### config.mk
export PLATFORM = sky130hd
export DESIGN_NAME = flag_commit_unit
export DESIGN_NICKNAME = d
export VERILOG_FILES = /design/src/rtl/flag_pkg.sv /design/src/rtl/cond_check.sv /design/src/rtl/flag_commit_unit.sv
export SDC_FILE = /design/constraint.sdc
export NUM_CORES = 1
export LEC_CHECK = 0
export ABC_AREA = 1
export BUFFER_PORTS_ARGS = -buffer_cell sky130_fd_sc_hd__buf_2
export CAP_MARGIN = 20
export CORE_ASPECT_RATIO = 1.5
export CORE_MARGIN = 3
export CORE_UTILIZATION = 50
export CTS_CLUSTER_SIZE = 25
export DETAILED_ROUTE_END_ITERATION = 6
export PLACE_DENSITY = 0.77
export REMOVE_ABC_BUFFERS = 1
export SYNTH_ARGS = -nofsm -noshare
export SYNTH_HDL_FRONTEND = slang
export SYNTH_HIERARCHICAL = 1
export SYNTH_SLANG_ARGS = --single-unit
### constraint.sdc
create_clock -name clk -period 1.8 [get_ports clk]
set_clock_uncertainty 0.05 [all_clocks]
set_input_delay 0.18 -clock clk [delete_from_list [all_inputs] [get_ports clk]]
set_output_delay 0.18 -clock clk [all_outputs]
set_load 0.1 [all_outputs]
### src/rtl/flag_pkg.sv
// Shared types for the execute-stage flag/commit back end and branch logic.
package flag_pkg;

   localparam int unsigned FLAG_N = 3;
   localparam int unsigned FLAG_Z = 2;
   localparam int unsigned FLAG_C = 1;
   localparam int unsigned FLAG_V = 0;

   typedef enum logic [3:0] {
      CondEq = 4'b0000,
      CondNe = 4'b0001,
      CondCs = 4'b0010,
      CondCc = 4'b0011,
      CondMi = 4'b0100,
      CondPl = 4'b0101,
      CondVs = 4'b0110,
      CondVc = 4'b0111,
      CondHi = 4'b1000,
      CondLs = 4'b1001,
      CondGe = 4'b1010,
      CondLt = 4'b1011,
      CondGt = 4'b1100,
      CondLe = 4'b1101,
      CondAl = 4'b1110,
      CondNv = 4'b1111
   } cond_e;

   typedef enum logic [1:0] {
      EMPTY = 2'd0,
      ONE   = 2'd1,
      TWO   = 2'd2
   } buf_state_e;

   typedef struct packed {
      logic [31:0] data;
      logic [3:0]  rd;
      logic        we;
   } wb_entry_t;

endpackage

### src/rtl/cond_check.sv
// Combinational ARM condition evaluator: (cond, nzcv) -> pass.
module cond_check
   import flag_pkg::*;
(
   input  logic [3:0] cond,
   input  logic [3:0] nzcv,
   output logic       pass
);

   logic n, z, c, v;

   assign n = nzcv[FLAG_N];
   assign z = nzcv[FLAG_Z];
   assign c = nzcv[FLAG_C];
   assign v = nzcv[FLAG_V];

   always_comb begin
      pass = 1'b0;
      unique case (cond_e'(cond))
         CondEq:  pass = z;
         CondNe:  pass = ~z;
         CondCs:  pass = c;
         CondCc:  pass = ~c;
         CondMi:  pass = n;
         CondPl:  pass = ~n;
         CondVs:  pass = v;
         CondVc:  pass = ~v;
         CondHi:  pass = c & ~z;
         CondLs:  pass = ~c | z;
         CondGe:  pass = (n == v);
         CondLt:  pass = (n != v);
         CondGt:  pass = ~z & (n == v);
         CondLe:  pass = z | (n != v);
         CondAl:  pass = 1'b1;
         default: pass = 1'b0;
      endcase
   end

endmodule

### src/rtl/flag_commit_unit.sv
// Execute back end: condition check, NZCV update and two-entry writeback skid buffer.
// Optional LOGIC_CARRY_EN: logical-class S instructions take C from the shifter and keep V.
module flag_commit_unit
   import flag_pkg::*;
#(
   parameter int unsigned CNT_W = 16
) (
   input  logic             clk,
   input  logic             reset,
   input  logic             flush,
   input  logic             in_valid,
   output logic             in_ready,
   input  logic [3:0]       in_cond,
   input  logic             in_set_flags,
   input  logic             in_logical,
   input  logic             in_wb_en,
   input  logic [3:0]       in_rd,
   input  logic [31:0]      in_result,
   input  logic [3:0]       in_flags,
   input  logic             in_shift_carry,
   output logic             carry_out,
   output logic [3:0]       flags_q,
   output logic             out_valid,
   input  logic             out_ready,
   output logic [31:0]      out_data,
   output logic [3:0]       out_rd,
   output logic             out_we,
   output logic [CNT_W-1:0] cond_fail_count
);

   buf_state_e       state_q, state_d;
   wb_entry_t        head_q, head_d;
   wb_entry_t        tail_q, tail_d;
   wb_entry_t        in_entry;
   logic             in_ready_q, in_ready_d;
   logic [3:0]       flags_d;
   logic [3:0]       new_flags;
   logic [CNT_W-1:0] cnt_q, cnt_d;
   logic             pass, accept, push, pop;

   cond_check u_cond_check (
      .cond (in_cond),
      .nzcv (flags_q),
      .pass (pass)
   );

   assign accept   = in_valid & in_ready_q & ~flush;
   assign push     = accept & pass & (in_wb_en | in_set_flags);
   assign pop      = out_valid & out_ready;
   assign in_entry = '{data: in_result, rd: in_rd, we: in_wb_en};

`ifdef LOGIC_CARRY_EN
   always_comb begin
      new_flags = in_flags;
      if (in_logical) begin
         new_flags[FLAG_C] = in_shift_carry;
         new_flags[FLAG_V] = flags_q[FLAG_V];
      end
   end
`else
   logic unused_logic_inputs;
   assign unused_logic_inputs = in_logical ^ in_shift_carry;
   assign new_flags = in_flags;
`endif

   always_comb begin
      flags_d = flags_q;
      cnt_d   = cnt_q;
      if (accept && pass && in_set_flags) begin
         flags_d = new_flags;
      end
      if (accept && !pass && !(&cnt_q)) begin
         cnt_d = cnt_q + 1'b1;
      end
   end

   // Buffer next state; a flush overrides whatever push/pop decided.
   always_comb begin
      state_d = state_q;
      head_d  = head_q;
      tail_d  = tail_q;
      unique case (state_q)
         EMPTY: begin
            if (push) begin
               head_d  = in_entry;
               state_d = ONE;
            end
         end
         ONE: begin
            if (push && pop) begin
               head_d = in_entry;
            end else if (push) begin
               tail_d  = in_entry;
               state_d = TWO;
            end else if (pop) begin
               state_d = EMPTY;
            end
         end
         TWO: begin
            if (pop) begin
               head_d  = tail_q;
               state_d = ONE;
            end
         end
         default: state_d = EMPTY;
      endcase
      if (flush) begin
         state_d = EMPTY;
      end
      in_ready_d = (state_d != TWO);
   end

   always_ff @(posedge clk) begin
      if (reset) begin
         state_q    <= EMPTY;
         head_q     <= '0;
         tail_q     <= '0;
         in_ready_q <= 1'b1;
         flags_q    <= '0;
         cnt_q      <= '0;
      end else begin
         state_q    <= state_d;
         head_q     <= head_d;
         tail_q     <= tail_d;
         in_ready_q <= in_ready_d;
         flags_q    <= flags_d;
         cnt_q      <= cnt_d;
      end
   end

   assign in_ready        = in_ready_q;
   assign out_valid       = (state_q != EMPTY);
   assign out_data        = head_q.data;
   assign out_rd          = head_q.rd;
   assign out_we          = head_q.we;
   assign carry_out       = flags_q[FLAG_C];
   assign cond_fail_count = cnt_q;

endmodule

==> impl_metrics.env <==
export IMPL_status="complete, but fails checks"
export IMPL_violations="negative setup slack"
export IMPL_r2r_end="tail_q[13]"
export IMPL_drc=0
export IMPL_r2r_start="flags_q[0]"
export IMPL_design_area_um2=6790
export IMPL_start_kind="flip-flop"
export IMPL_synthFlopType="dfxtp_1"
export IMPL_gp_congestion=0.855
export IMPL_synth_cells=859
export IMPL_place_ws_ns=-0.236
export IMPL_fin_ws_ns=-0.208
export IMPL_dpl_cell_count=1096
export IMPL_fin_crit_sh=1.12
export IMPL_ys_ff_latch=97
export IMPL_ys_seq_area_frac=0.368
export IMPL_critPathMaxFanout=22
export IMPL_hold_violations=0
export IMPL_dr_pass1_iters=5
export IMPL_coreArea_um2=10200
export IMPL_fp_dieW_um=89.9
export IMPL_clkTransAtPathRegs_ns=0.07
export IMPL_fin_setup_tns_ns=-14.84
export IMPL_cts_tree="built"
export IMPL_rsz0062_at_grt="yes"
export IMPL_fin_cells=1124
export IMPL_grt_ovfl_total=0
export IMPL_worstPathArrival_ns=2.24
export IMPL_clock_sinks=97
export IMPL_grt_pass1_vias=5277
export IMPL_drive_above_1_share=0.228
export IMPL_grt_max_degree=47
export IMPL_fin_nets=1032
export IMPL_cap_violations=0
export IMPL_end_kind="flip-flop"
export IMPL_ys_warn_count=6
export IMPL_fp_row_count=45
export IMPL_grt_usage=0.235
export IMPL_place_area_um2=6180
export IMPL_vdd_drop_max_mv=0.487
export IMPL_power_leakage_nw=3.48
export IMPL_cts_max_path_buffers=2
export IMPL_setup_violations=90
export IMPL_syn_area_um2=5280
export IMPL_wl_per_cell_um=12.7
export IMPL_cts_made_buffers=9
export IMPL_hold_path_endpoint="flags_q[0]"
export IMPL_p_per_area_nw_per_um2=790
export IMPL_synth_top_area_share=0.368
export IMPL_period_minus_slack_ns=2.01
export IMPL_hold_path_class="primary input to flip-flop"
export IMPL_synth_edf_count=0
export IMPL_synth_area_leader_cell="dfxtp_1"
export IMPL_slew_headroom=0.656
export IMPL_ioPinCount=113
export IMPL_htreeDepth=3
export IMPL_routed_wl_um=14300
export IMPL_grt_antenna_before_repair=0
export IMPL_required_ns=2.04
export IMPL_worst_setup_path_type="flip-flop to flip-flop"
export IMPL_vias=5745
export IMPL_vias_per_cell=5.11
export IMPL_maxSlewViolCount=0
export IMPL_initial_core_util=0.518
export IMPL_syn2layout_area_growth_pct=28.6
export IMPL_synthTopCellsByArea="dfxtp_1, nand2_1, nor2_1"
export IMPL_clk_latency_ns=0.35
export IMPL_max_freq_mhz=498
export IMPL_hold_depth=3
export IMPL_yosys_top_cells_count="nand2_1, nor2_1, nand3_1"
export IMPL_ant_nets=0
export IMPL_fp_dieArea_um2=11800
export IMPL_worstHoldStart="in_flags[0]"
export IMPL_async_flop_share=0
export IMPL_worst_pin_slew_ns=0.520
export IMPL_ff2ff_path_depth=15
export IMPL_num_antenna_cells=0
export IMPL_port_buffers=110
export IMPL_dr_first_iter_drc_count=320
export IMPL_num_fill_cells=917
export IMPL_chipHeight_um=132
export IMPL_r2r_setup_slack_ns=-0.21
export IMPL_synth_area_per_cell_um2=6.14
export IMPL_synth_most_common_cell="nand2_1"
export IMPL_cts_root_buf="clkbuf_16"
export IMPL_synth_cell_type_count=25
export IMPL_grt_pass1_wl_um=23500
export IMPL_dpl_hpwl_um=9110
==> kinds of logic (layout without fill, tap and decap cells) <==
group / Yosys count / in the layout / share of synthesized area
simple gates: 535 / 535 / 0.429
buf+inv: 158 / 282 / 0.131
flops: 97 / 97 / 0.368
compound gates: 62 / 62 / 0.0595
xor+xnor: 6 / 6 / 0.00996
fa+ha+maj: 1 / 1 / 0.00237
==> per-layer routing <==
layer | up-vias | GRT usage | share of wire
met5 | - | 0 | 0
met4 | 0 | 0.0818 | 0.019
met2 | 163 | 0.430 | 0.52
met3 | 25 | 0.0457 | 0.053
li1 | 2941 | - | -
met1 | 2616 | 0.272 | 0.41
==> cells in the final DEF, fill, tap and decap left out, drive strengths merged <==
cell / count
buf: 162
nand3b: 1
ha: 1
nand3: 99
bufinv: 2
nand4: 44
clkinv: 4
dlygate4sd3: 2
o21ai: 7
clkinvlp: 2
xnor2: 3
inv: 99
nor3: 1
nand2: 230
xor2: 3
a21oi: 55
dfxtp: 97
clkbuf: 11
nor2: 160
==> worst max-delay path by stage <==
stage	startpoint	endpoint	cells past startpoint
4_1_cts	flags_q[0]	tail_q[11]	16
3_3_place_gp	flags_q[0]	tail_q[23]	14
2_1_floorplan	flags_q[1]	out_data[0]	11
6_report	flags_q[0]	tail_q[13]	15
5_1_grt	flags_q[0]	tail_q[23]	15
3_5_place_dp	flags_q[0]	tail_q[23]	14
==> timing repair <==
action                     in CTS  in global routing
cloned                          3                  0
hold endpoints to repair        2                  0
hold buffers                    2                  0
setup endpoints to repair      97                 98
gates resized for setup        28                 29
buffers inserted                7                  3
pin swaps                       4                 13
==> stage by stage <==
stage | utilization | hold slack [ns] | power (mW)
after floorplan | - | 0.199 | 2.97
after global placement | 0.607 | 0.353 | 3.23
after detailed placement | 0.607 | 0.356 | 3.24
after CTS | 0.661 | 0.00183 | 5.37
after global routing | 0.666 | 0.0377 | 5.55
final | 0.666 | 0.00744 | 5.36
==> state kept, by name, summed over array words and instances, names as in the netlist <==
name,cells
cond_fail_count,16
flags_q,4
in_ready,1
out_data,32
out_rd,4
out_we,1
state_q,2
tail_q,37
==> cell type report <==
class	count	area, µm²	area share
multi-input combinational	604	2780	0.409
timing repair buffer	164	1160	0.171
sequential	97	1950	0.288
inverter	102	389	0.0573
clock inverter	5	77.6	0.0114
tap	141	176	0.0260
clock buffer	11	253	0.0372
==> power by group <==
group          total [mW]  internal, mW  leakage [nW]  switching (mW)
Clock                2.11          1.29         0.162           0.817
Sequential           2.23          2.20         0.788          0.0313
Combinational        1.03         0.279          2.53           0.746
==> worst max-delay path, cell delays in order, from the launching register on <==
cell and delay, ns:
dfxtp_4 0.38, inv_4 0.05, nand2_2 0.07, nand3_2 0.09, nand2_2 0.08, nand2_1 0.05
nand2_1 0.06, nor2_1 0.04, nand2_2 0.06, nand4_1 0.16, a21oi_4 0.24, nand2_2 0.11
nor2_4 0.19, buf_12 0.18, nor2_1 0.05, nor2_1 0.08
No activity file was read; power rests on OpenSTA's default activity.
